### src/rtl/seq_div_32by16.sv
`default_nettype none
// ============================================================================
//  Module      : seq_div_32by16
//  Description : Iterative unsigned restoring divider. Divides a 2*WIDTH-bit
//                dividend by a WIDTH-bit divisor, one quotient bit per clock,
//                with valid/ready handshakes on input and output. Divide by
//                zero and quotient overflow are flagged and answered at once.
//  Revision    : 1.0 - initial release
// ============================================================================
module seq_div_32by16 #(
   parameter int WIDTH = 16
) (
   input  logic               clk,
   input  logic               rst,
   input  logic               in_valid,
   output logic               in_ready,
   input  logic [2*WIDTH-1:0] dividend,
   input  logic [WIDTH-1:0]   divisor,
   output logic               out_valid,
   input  logic               out_ready,
   output logic [WIDTH-1:0]   quotient,
   output logic [WIDTH-1:0]   remainder,
   output logic               div_zero,
   output logic               ovf
);

   localparam int CNT_W = (WIDTH > 1) ? $clog2(WIDTH) : 1;

   typedef enum logic [1:0] {
      S_IDLE = 2'd0,
      S_CALC = 2'd1,
      S_DONE = 2'd2
   } state_t;

   state_t             state_q, state_d;
   // Partial remainder: after every iteration R < divisor, so W bits hold it.
   logic [WIDTH-1:0]   rem_q,   rem_d;
   logic [WIDTH-1:0]   shift_q, shift_d;
   logic [WIDTH-1:0]   quot_q,  quot_d;
   logic [WIDTH-1:0]   dvs_q,   dvs_d;
   logic [CNT_W-1:0]   cnt_q,   cnt_d;
   logic               dz_q,    dz_d;
   logic               ovf_q,   ovf_d;

   // Trial values for the current iteration, W+1 bits wide so nothing is lost.
   logic [WIDTH:0]     r_shift;
   logic [WIDTH:0]     r_sub;
   logic [WIDTH-1:0]   div_hi;
   logic [WIDTH-1:0]   div_lo;

   assign div_hi  = dividend[2*WIDTH-1:WIDTH];
   assign div_lo  = dividend[WIDTH-1:0];
   assign r_shift = {rem_q, shift_q[WIDTH-1]};
   assign r_sub   = r_shift - {1'b0, dvs_q};

   assign in_ready  = (state_q == S_IDLE);
   assign out_valid = (state_q == S_DONE);
   assign quotient  = quot_q;
   assign remainder = rem_q;
   assign div_zero  = dz_q;
   assign ovf       = ovf_q;

   // Register bank; asynchronous reset abandons any operation in flight.
   always_ff @(posedge clk or posedge rst) begin
      if (rst) begin
         state_q <= S_IDLE;
         rem_q   <= '0;
         shift_q <= '0;
         quot_q  <= '0;
         dvs_q   <= '0;
         cnt_q   <= '0;
         dz_q    <= 1'b0;
         ovf_q   <= 1'b0;
      end else begin
         state_q <= state_d;
         rem_q   <= rem_d;
         shift_q <= shift_d;
         quot_q  <= quot_d;
         dvs_q   <= dvs_d;
         cnt_q   <= cnt_d;
         dz_q    <= dz_d;
         ovf_q   <= ovf_d;
      end
   end

   // Next-state and datapath: accept/classify in IDLE, one restoring step per CALC cycle.
   always_comb begin
      state_d = state_q;
      rem_d   = rem_q;
      shift_d = shift_q;
      quot_d  = quot_q;
      dvs_d   = dvs_q;
      cnt_d   = cnt_q;
      dz_d    = dz_q;
      ovf_d   = ovf_q;

      case (state_q)
         S_IDLE: begin
            if (in_valid) begin
               dvs_d = divisor;
               if (divisor == '0) begin
                  dz_d    = 1'b1;
                  ovf_d   = 1'b0;
                  quot_d  = '1;
                  rem_d   = div_lo;
                  state_d = S_DONE;
               end else if (div_hi >= divisor) begin
                  // Quotient would need more than WIDTH bits.
                  dz_d    = 1'b0;
                  ovf_d   = 1'b1;
                  quot_d  = '1;
                  rem_d   = div_lo;
                  state_d = S_DONE;
               end else begin
                  dz_d    = 1'b0;
                  ovf_d   = 1'b0;
                  rem_d   = div_hi;
                  shift_d = div_lo;
                  cnt_d   = CNT_W'(WIDTH - 1);
                  state_d = S_CALC;
               end
            end
         end
         S_CALC: begin
            if (r_shift >= {1'b0, dvs_q}) begin
               rem_d  = r_sub[WIDTH-1:0];
               quot_d = {quot_q[WIDTH-2:0], 1'b1};
            end else begin
               rem_d  = r_shift[WIDTH-1:0];
               quot_d = {quot_q[WIDTH-2:0], 1'b0};
            end
            shift_d = {shift_q[WIDTH-2:0], 1'b0};
            if (cnt_q == '0) begin
               state_d = S_DONE;
            end else begin
               cnt_d = cnt_q - 1'b1;
            end
         end
         S_DONE: begin
            if (out_ready) begin
               state_d = S_IDLE;
            end
         end
         default: begin
            state_d = S_IDLE;
         end
      endcase
   end

endmodule
`default_nettype wire

### config.mk
export PLATFORM = sky130hd
export DESIGN_NAME = seq_div_32by16
export DESIGN_NICKNAME = d
export VERILOG_FILES = /design/src/rtl/seq_div_32by16.sv
export SDC_FILE = /design/constraint.sdc
export NUM_CORES = 1
export LEC_CHECK = 0
export CORE_ASPECT_RATIO = 0.6
export CORE_MARGIN = 8
export CORE_UTILIZATION = 48
export DETAILED_ROUTE_END_ITERATION = 8
export PLACE_DENSITY = 0.88
export SLEW_MARGIN = 25
export SYNTH_ARGS = -nofsm -noshare
export SYNTH_HDL_FRONTEND = slang
export SYNTH_SLANG_ARGS = --single-unit
### constraint.sdc
create_clock -name clk -period 2.6 [get_ports clk]
set_clock_uncertainty 0.1 [all_clocks]
set_input_delay 0.39 -clock clk [delete_from_list [all_inputs] [get_ports clk]]
set_output_delay 0.39 -clock clk [all_outputs]
set_load 0.05 [all_outputs]
==> results_dict.tcl, run 1 <==
set metrics [dict create \
    htree_num_levels 3 \
    start_util_pct 49.8 \
    drive_gt1_share_pct 21.7 \
    cap_violations 0 \
    status "complete, but fails checks" \
    hold_viol 0 \
    post-route-period-util_pct 102 \
    rsz0062_at_grt "yes" \
    final_nets 755 \
    reg2regPathDepth 8 \
    grt_usage_pct 24.5 \
    worst_skew_pair.late_latency_ps 350 \
    cp_num_buf_inv 3 \
    syn_nets 613 \
    cp.arrival_ps 2750 \
    power_density_nw_per_um2 1650 \
    p_sw_share_pct 48.1 \
    place_congestion 0.958 \
    period_minus_slack_ps 2640 \
    cts_sinks 72 \
    clk_path_buf_depth 2 \
    syn2layout_area_growth_pct 48.9 \
    io_buffer_count 87 \
    cts-buffers-inserted 9 \
    dp_hpwl_mm 11.4 \
    rows 27 \
    violations "setup timing" \
    setup_viol 10 \
    path_delay_family "buffers and inverters" \
    ant_nets 0 \
    worstSetupPathDepth 10 \
    p_total_mw 11.3 \
    relSlewSlack_pct 54.0 \
    crit_type "in -> reg" \
    worst_slack_ps -44.5 \
    fmax_mhz 378 \
    die_area_um2 13100 \
    final_util_pct 74.1 \
    grt_max_degree 73 \
    worstMarginPinSlew_ps 685 \
    clk_pin_slew_worst_paths_ps 60 \
    yosysUniqueCellTypes 57 \
    cp_cell_sequence "clkdlybuf4s50_1, inv_1, ha_1, nand2_1, nor3_2, a211oi_4, o21ai_2, buf_4, mux2i_1, o221ai_1" \
    p_leak_nw 3.10 \
    async_flop_share_pct 100 \
    boundaryPins 88 \
    cp-end-kind "flip-flop" \
    p_comb_share_pct 68.7 \
    max_stage_delay_ps 510 \
    worstPathRequired_ps 2710 \
    seq_power_share_pct 18.5 \
    wl_per_cell_um 21.3 \
    synth_edf_count 0 \
    cts_tree "built" \
    ir_drop_v 0.00113 \
    diodes 0 \
    hold_buffers 0 \
    hold_path.class "in -> async" \
    fillers 635 \
    coreArea_um2 9260 \
    routed_wl_mm 17.1 \
    startpoint_type "input pin" \
    die_width_um 142 \
    gr-total-overflow 0 \
    drc 0 \
    synth-seq-cells 72 \
    p_switching_mw 5.45 \
    synth_seq_area_share_pct 39.1 \
    die_y_um 91.9 \
    drtIter0Drc 567 \
    synthFlopType "dfrtp_1" \
    syn_inst 527 \
    slowest_stage "clkdlybuf4s50_1" \
    grt_pass1_wl_mm 25.5 \
    vias 4919 \
    firstDrtPassIters 5 \
    antenna_found_initial 0 \
    vias_per_cell 6.12 \
    grt_pass1_vias 4913 \
    p_int_mw 5.88 \
    clkPwrFrac_pct 12.9 \
    syn_area_um2 4610 \
    synth_warnings 0 \
    path_max_fanout 12 \
    r2r_slack_ps 50 \
    cts_root_buf "clkbuf_16" \
    avgSynthCellArea_um2 8.74 \
    drv_slew 0 \
]
flip-flops by register name, summed over array words and instances (netlist names):
| signal | flops |
|---|---|
| state_q | 2 |
| div_zero | 1 |
| ovf | 1 |
| cnt_q | 4 |
| quotient | 16 |
| shift_q | 16 |
| remainder | 16 |
| dvs_q | 16 |
cell usage after synthesis (4+ instances only):
cell type | instances | share of area (%)
nand2_1 | 80 | 6.5
nor3_1 | 9 | 0.98
xor2_1 | 4 | 0.76
o21ai_0 | 32 | 3.5
o221ai_1 | 10 | 1.9
dfrtp_1 | 72 | 39
clkbuf_1 | 23 | 1.9
inv_1 | 43 | 3.5
a31oi_1 | 18 | 2.4
o211ai_1 | 4 | 0.65
ha_1 | 33 | 9.0
xnor2_1 | 8 | 1.5
nand3_1 | 13 | 1.4
mux2i_1 | 25 | 5.4
o22a_1 | 15 | 2.9
nor4_1 | 6 | 0.82
a21oi_1 | 30 | 3.3
and4_1 | 4 | 0.76
nor2_1 | 38 | 3.1
nand2b_1 | 4 | 0.54
cell families after synthesis:
| logic type | synth area share, % |
|---|---|
| AND/OR/NAND/NOR | 16.8 |
| AO/OA/AOI/OAI | 19.9 |
| flip-flops | 39.1 |
| buffers and inverters | 6.36 |
| adder cells (fa/ha/maj) | 9.40 |
| multiplexers | 6.17 |
| XOR/XNOR | 2.28 |
power by group through the flow:
stage	Combinational, mW	Sequential (mW)	Clock [mW]
after floorplan	3.97	2.79	0
after global placement	6.67	2.03	0
after detailed placement	6.88	2.05	0
after CTS	7.20	2.05	1.46
after global routing	8.29	2.14	1.51
final	7.78	2.09	1.46
layout make-up:
type | instances | area, µm² | share of cell area, %
multi-input combinational | 385 | 2830 | 41.3
tap | 130 | 163 | 2.37
clock buffer | 11 | 243 | 3.54
timing repair buffer | 158 | 1540 | 22.5
clock inverter | 5 | 104 | 1.51
sequential | 72 | 1810 | 26.4
inverter | 43 | 161 | 2.35
tightest hold or removal path, cell delays in order:
cell and delay (ps):
clkdlybuf4s50_1 410, inv_2 70, buf_12 320
worst paths after layout:
path	end	startpoint
min reg2reg	quotient[15]	quotient[15]
max in group asynchronous	remainder[4]	rst
min	dvs_q[12]	rst
max	remainder[6]	divisor[4]
max reg2reg	remainder[10]	remainder[4]
min in group clk	dvs_q[5]	divisor[5]
what timing repair did:
action	CTS	global route
gates resized for setup	16	58
gates cloned	2	1
buffers inserted	3	3
pin swaps	5	18
endpoints found under the setup margin	54	53
hold endpoints to repair	0	0
per-layer routing:
| metal | part of all wire [%] | global-route usage (%) | up-vias |
|---|---|---|---|
| met5 | 0 | 0 | - |
| met4 | 3.0 | 8.88 | 0 |
| met3 | 11 | 8.43 | 56 |
| met2 | 45 | 37.5 | 309 |
| met1 | 40 | 31.6 | 2376 |
| li1 | - | - | 2178 |
placed cells by master, fill, tap and decap left out, types with 4 or more instances in the layout:
cell	count
a21oi_1	24
o21ai_2	4
o211ai_1	4
dfrtp_1	64
nand2_1	79
buf_12	5
inv_2	4
a31oi_1	18
dfrtp_2	8
a21oi_2	4
and4_1	4
clkdlybuf4s50_1	72
o21ai_1	4
clkbuf_16	9
dlymetal6s2s_1	14
nor4_1	4
o221ai_1	10
nand3_1	13
ha_1	20
nor3_1	8
nor2_1	36
mux2i_1	24
xnor2_1	8
o22a_1	15
inv_1	39
o21ai_0	24
xor2_1	4
buf_4	63
ha_4	10
per-stage QoR:
step | cells | instance area, µm² | TNS, ps | worst slack (ps) | hold slack (ps)
4_1_cts | 800 | 6550 | -35.1 | -10.4 | 378
3_5_place_dp | 779 | 6060 | -30140 | -657 | 379
2_1_floorplan | 527 | 4640 | 0 | 4.57 | 350
6_report | 804 | 6860 | -135 | -44.5 | 336
3_3_place_gp | 779 | 6060 | -25110 | -537 | 361
5_1_grt | 804 | 6860 | -1750 | -182 | 363
Power figures use the tool's default switching activity.
==> run 2: changes to the inputs <==
Settings changed: SLEW_MARGIN 25 to 5.
==> results of run 2 <==
No change in the layout: final DEF, timing and power equal those of run 1.
==> run 3: changes to the inputs <==
Settings changed: ABC_CLOCK_PERIOD_IN_PS from default to 2600, CAP_MARGIN from default to 25.
==> results of run 3 <==
No change in the layout: final DEF, timing and power equal those of run 1.
